$ cat src/rtl/pipeline_stage3.sv
// Execute-side consumer of the stage-2 control word.
// Decodes the packed control fields into registered one-hot bus enables,
// index-register increment strobes and an address-source select, and owns
// the PC/RA flip flag, the bus-yield handshake and the break/halt state.
//
// Ports:
//   clk, reset        clock, asynchronous active-high reset
//   controls_in[15:0] [3:0] assert sel, [7:4] load sel, [9:8] inc sel,
//                     [12:10] addr sel, [13] bus req, [14] pcra flip, [15] break
//   instruction_in    instruction travelling with controls_in
//   bus_grant         level grant from the external bus master
//   resume            single-cycle pulse releasing HALT
//   assert_en/load_en one-hot main-bus enables
//   inc_sp/si/di      index-register increment strobes
//   addr_sel          address-source select
//   instruction_out   instruction aligned with the enables
//   pcra_flag         PC/RA swap state
//   bus_req           request to the external master
//   fetch_suppress    stalls stage-2 fetch
//   halted            high while halted
//   bus_timeout       sticky grant-timeout flag
module pipeline_stage3 #(
    parameter int unsigned BUS_TIMEOUT = 255
) (
    input  logic        clk,
    input  logic        reset,
    input  logic [15:0] controls_in,
    input  logic [7:0]  instruction_in,
    input  logic        bus_grant,
    input  logic        resume,
    output logic [15:0] assert_en,
    output logic [15:0] load_en,
    output logic        inc_sp,
    output logic        inc_si,
    output logic        inc_di,
    output logic [2:0]  addr_sel,
    output logic [7:0]  instruction_out,
    output logic        pcra_flag,
    output logic        bus_req,
    output logic        fetch_suppress,
    output logic        halted,
    output logic        bus_timeout
);

    localparam int unsigned CNT_W = 8;
    localparam int unsigned EN_W  = 16;

    typedef struct packed {
        logic       brk;
        logic       pcra;
        logic       bus;
        logic [2:0] addr;
        logic [1:0] inc;
        logic [3:0] ld;
        logic [3:0] as;
    } ctrl_t;

    typedef enum logic [1:0] {
        ST_RUN,
        ST_BUSREQ,
        ST_BUSHELD,
        ST_HALT
    } state_t;

    ctrl_t              ctrl;
    state_t             state, state_d;
    logic [CNT_W-1:0]   cnt, cnt_d;
    logic               pend, pend_d;
    logic               tmo_d, pcra_d;
    logic [EN_W-1:0]    assert_d, load_d;
    logic               inc_sp_d, inc_si_d, inc_di_d;
    logic [2:0]         addr_d;
    logic [7:0]         instr_d;

    assign ctrl = ctrl_t'(controls_in);

    // Select 0 means "nobody drives/loads", so it maps to an all-zero enable.
    function automatic logic [EN_W-1:0] onehot(input logic [3:0] sel);
        return (sel == 4'd0) ? '0 : (EN_W'(1) << sel);
    endfunction

    // Next-state and next-output logic.
    always_comb begin
        state_d  = state;
        cnt_d    = cnt;
        pend_d   = pend;
        tmo_d    = bus_timeout;
        pcra_d   = pcra_flag;
        assert_d = '0;
        load_d   = '0;
        inc_sp_d = 1'b0;
        inc_si_d = 1'b0;
        inc_di_d = 1'b0;
        addr_d   = addr_sel;
        instr_d  = instruction_out;

        unique case (state)
            ST_RUN: begin
                assert_d = onehot(ctrl.as);
                load_d   = onehot(ctrl.ld);
                inc_sp_d = (ctrl.inc == 2'd1);
                inc_si_d = (ctrl.inc == 2'd2);
                inc_di_d = (ctrl.inc == 2'd3);
                addr_d   = ctrl.addr;
                instr_d  = instruction_in;
                if (ctrl.pcra) begin
                    pcra_d = ~pcra_flag;
                end
                // Bus yield takes precedence; a simultaneous break is deferred.
                if (ctrl.bus) begin
                    state_d = ST_BUSREQ;
                    cnt_d   = '0;
                    pend_d  = ctrl.brk;
                end else if (ctrl.brk) begin
                    state_d = ST_HALT;
                end
            end
            ST_BUSREQ: begin
                if (bus_grant) begin
                    state_d = ST_BUSHELD;
                    cnt_d   = '0;
                end else if ((cnt + CNT_W'(1)) == CNT_W'(BUS_TIMEOUT)) begin
                    tmo_d   = 1'b1;
                    cnt_d   = '0;
                    state_d = pend ? ST_HALT : ST_RUN;
                    pend_d  = 1'b0;
                end else begin
                    cnt_d = cnt + CNT_W'(1);
                end
            end
            ST_BUSHELD: begin
                if (!bus_grant) begin
                    state_d = pend ? ST_HALT : ST_RUN;
                    pend_d  = 1'b0;
                end
            end
            ST_HALT: begin
                if (resume) begin
                    state_d = ST_RUN;
                end
            end
        endcase
    end

    // Sequencing state.
    always_ff @(posedge clk or posedge reset) begin
        if (reset) begin
            state <= ST_RUN;
            cnt   <= '0;
            pend  <= 1'b0;
        end else begin
            state <= state_d;
            cnt   <= cnt_d;
            pend  <= pend_d;
        end
    end

    // Registered outputs; status flags follow the next state so they align with it.
    always_ff @(posedge clk or posedge reset) begin
        if (reset) begin
            assert_en       <= '0;
            load_en         <= '0;
            inc_sp          <= 1'b0;
            inc_si          <= 1'b0;
            inc_di          <= 1'b0;
            addr_sel        <= '0;
            instruction_out <= '0;
            pcra_flag       <= 1'b0;
            bus_req         <= 1'b0;
            fetch_suppress  <= 1'b0;
            halted          <= 1'b0;
            bus_timeout     <= 1'b0;
        end else begin
            assert_en       <= assert_d;
            load_en         <= load_d;
            inc_sp          <= inc_sp_d;
            inc_si          <= inc_si_d;
            inc_di          <= inc_di_d;
            addr_sel        <= addr_d;
            instruction_out <= instr_d;
            pcra_flag       <= pcra_d;
            bus_req         <= (state_d == ST_BUSREQ) || (state_d == ST_BUSHELD);
            fetch_suppress  <= (state_d != ST_RUN);
            halted          <= (state_d == ST_HALT);
            bus_timeout     <= tmo_d;
        end
    end

endmodule

$ cat config.mk
export PLATFORM = sky130hd
export DESIGN_NAME = pipeline_stage3
export DESIGN_NICKNAME = d
export VERILOG_FILES = /design/src/rtl/pipeline_stage3.sv
export SDC_FILE = /design/constraint.sdc
export NUM_CORES = 1
export LEC_CHECK = 0
export ABC_CLOCK_PERIOD_IN_PS = 3000
export BUFFER_PORTS_ARGS = -buffer_cell sky130_fd_sc_hd__buf_2
export CAP_MARGIN = 20
export CELL_PAD_IN_SITES_DETAIL_PLACEMENT = 0
export CELL_PAD_IN_SITES_GLOBAL_PLACEMENT = 1
export CORE_MARGIN = 4
export CORE_UTILIZATION = 39
export CTS_BUF_LIST = sky130_fd_sc_hd__clkbuf_16
export DETAILED_ROUTE_END_ITERATION = 6
export GPL_TIMING_DRIVEN = 0
export PLACE_DENSITY_LB_ADDON = 0.1
export SLEW_MARGIN = 10
export SYNTH_ARGS = -nofsm -noshare
export SYNTH_HDL_FRONTEND = slang
export SYNTH_SLANG_ARGS = --single-unit
$ cat constraint.sdc
create_clock -name clk -period 3 [get_ports clk]
set_clock_uncertainty 0.15 [all_clocks]
set_input_delay 0.6 -clock clk [delete_from_list [all_inputs] [get_ports clk]]
set_output_delay 0.6 -clock clk [all_outputs]
set_load 0.1 [all_outputs]
==> metrics.txt <==
Fmax achieved 0.383 GHz; CTS Buf Count 9; num ports 79; Final Max Slew Viols 0; DR WL/cell 14.0 um; Sequential Area 0.00155 mm^2; Hold/Removal Path Class in -> async; Port-buffer cells 78; FF+latch count, synth 62; Non-Filler Instances 381; Total GRT Usage 14.7%; pre-CTS setup slack 0.399 ns; post-CTS resize count 0; Reg clk slew, reported paths 0.05 ns; switching pwr 1.79 mW; global-route wire length before repair 8.54 mm; Worst Path Max Fanout 10; Placed Cells 365; Slew HR 46.2%; gr ovfl total 0; Slowest cell on crit path a2111o_1; number of clock sinks 62; buffers and inverters on the worst path 1; met3 GRT Util 5.36%; placed cell areas 0.00299 mm^2; Power Dens Cells 1160 mW/mm^2; Avg Cell Area, Syn 11.9 um^2; core area 0.00606 mm^2; largest net degree at the start of global routing 63; Worst Tran Pin Value 0.785 ns; CTS tree yes; CTS Buffer Depth 2; HPWL Detailed 3.92 mm; synthesized instance count 211; Final nets 337; Fill cells 554; Antenna Nets Post-Route 0; Fin. Hold Viols 0; share of cells above drive strength 1 35.9%; initial antenna violation count 0; later-pin clock latency in the skew report 0.32 ns; Tmin final 2.61 ns; Post-CTS Setup Inserts 0; Design Area, Final 0.00327 mm^2; Area growth syn-to-layout 30.9%; met1 GRT Util 19.9%; crit path capture type register; switching part of the total 47.4%; Multi-input gate area 886 um^2; DR pass1 iterations 4; VDD IR-drop max 997 uV; die width 88.1 um; Top delay family on crit path compound AO/OA/AOI/OAI gates; H-tree levels 3; Worst Setup Start Kind register; Flop pwr share 28.9%; final wirelength 5.34 mm; Pint 1.99 mW; DRC 0; DR iter-0 viols 75; Ant. Diodes 0; CP Cell Sequence ha_1 > nand3_2 > or3_1 > a2111o_1 > buf_6 > mux2i_1 > o22a_1 > ha_1; Async SR Flop Fraction 100%; total die area 0.00776 mm^2; Netlist Area Pre-Place 0.00250 mm^2; CP arrival 2.67 ns; CP most frequent cell ha_1; CTS Root Buffer Type clkbuf_16; Die Ht 88.1 um; Min Hold Slack 0.270 ns; combinational power share 45.4%; clock power share 25.7%; Max Cap Viol 0; Worst EP required 3.05 ns; Final WS setup 0.388 ns; warning count from the yosys run 0; Final GP Congestion 0.812; critical path class reg -> reg; period utilization 87.1%; # rows 28; number of global-route vias before repair 1769; routed vias 1817; status completed; GRT busiest layer met2; vias per cell 4.77; CP max stage delay 0.43 ns; count of flip-flops with a built-in enable after synthesis 0; RSZ-0062 raised after global routing false; ys flop type dfrtp_1; sequential area share after synthesis 62.0%; M2 GR Usage 21.8%; LEAKAGE 1.69 nW; Netlist cell types 40; Starting Density 41.3%; TNS Setup 0 ns; final setup vio count 0; hold_buf cts 0
[final timing paths]
path                              from                 end  slack (ns)  depth (start not counted)
setup / recovery                cnt[0]             bus_req        0.39                          8
hold / removal                   reset  instruction_out[0]        0.27                          2
setup reg to reg                cnt[0]             bus_req        0.39                          8
hold reg to reg            bus_timeout         bus_timeout        0.30                          1
max in group asynchronous        reset         load_en[11]        1.95                          2
min in group clk           bus_timeout         bus_timeout        0.30                          1
[cell families after synthesis]
group	after synthesis	share of synthesized area (%)
other cells	1	0.150
flops	62	62.0
compound gates	25	7.00
buf+inv	15	2.70
xor+xnor	4	1.40
simple gates	82	16.6
mux	14	6.15
fa+ha+maj	8	4.00
[metal layers]
| metal | part of all wire [%] | vias up |
|---|---|---|
| met5 | 0 | - |
| met4 | 1.5 | 0 |
| met2 | 45 | 53 |
| met1 | 45 | 846 |
| met3 | 7.7 | 8 |
| li1 | - | 910 |
[state kept, by name, indices dropped and copies added (netlist names)]
name             cells
inc_si               1
pcra_flag            1
bus_timeout          1
cnt                  8
halted               1
instruction_out      8
assert_en           16
fetch_suppress       1
bus_req              1
state                2
addr_sel             3
inc_di               1
load_en             16
pend                 1
inc_sp               1
[power groups by stage]
stage | sequential, mW | combinational, mW | clock (mW)
after global routing | 1.12 | 1.83 | 1.04
after floorplan | 2.03 | 0.498 | 0
after CTS | 1.10 | 1.74 | 0.993
after detailed placement | 1.11 | 1.74 | 0
after global placement | 1.10 | 1.72 | 0
final | 1.09 | 1.72 | 0.972
[cell type report]
type	count	area share, %
clock inverters	7	1.76
multi-input cells	135	27.1
plain buffers	5	0.917
clock buffers	9	6.88
repair buffers	78	11.9
flip-flops and latches	62	47.4
well taps	75	2.87
inverters	10	1.22
[worst register-to-register path, delay by kind of cell (launching register included)]
kind / cells / cell delay (ns)
AO/OA/AOI/OAI: 2 / 0.62
multiplexers: 1 / 0.14
flip-flops: 1 / 0.41
AND/OR/NAND/NOR: 2 / 0.45
buffers and inverters: 1 / 0.15
adder cells (fa/ha/maj): 2 / 0.56
[cells in the mapped netlist, types with 2 or more instances]
cell,count,area (um^2)
a21o_1,3,22.5
a31oi_1,2,12.5
and3_1,2,12.5
clkbuf_1,2,7.51
dfrtp_1,62,1550
ha_1,8,100
inv_1,10,37.5
mux2_2,11,124
mux2i_1,3,30.0
nand2_1,15,56.3
nand2b_1,7,43.8
nand3_1,7,35.0
nand3b_1,4,30.0
nand4_1,2,12.5
nor2_1,28,105
nor3_1,8,40.0
o21ai_0,7,35.0
o22ai_1,3,18.8
o311ai_0,3,26.3
or3b_2,2,17.5
xnor2_1,2,17.5
xor2_1,2,17.5
[stage by stage]
step	power, mW	utilization (%)
finish	3.79	54.0
global route	3.99	54.0
CTS	3.83	54.0
detailed placement	2.85	49.4
global placement	2.83	49.3
floorplan	2.53	-
[layout by cell type (no fill, tap or decap), types with 4 or more instances in the layout]
cell       netlist  layout
inv_1           10      11
nand2_1         15      15
dfrtp_1         62      62
nand3_1          7       7
nand3b_1         4       4
clkbuf_16        0       9
nor2_1          28      28
o21ai_0          7       7
ha_1             8       8
nand2b_1         7       7
mux2_2          11      11
buf_2            0      78
nor3_1           8       8
(Power assumes the default switching activity.)
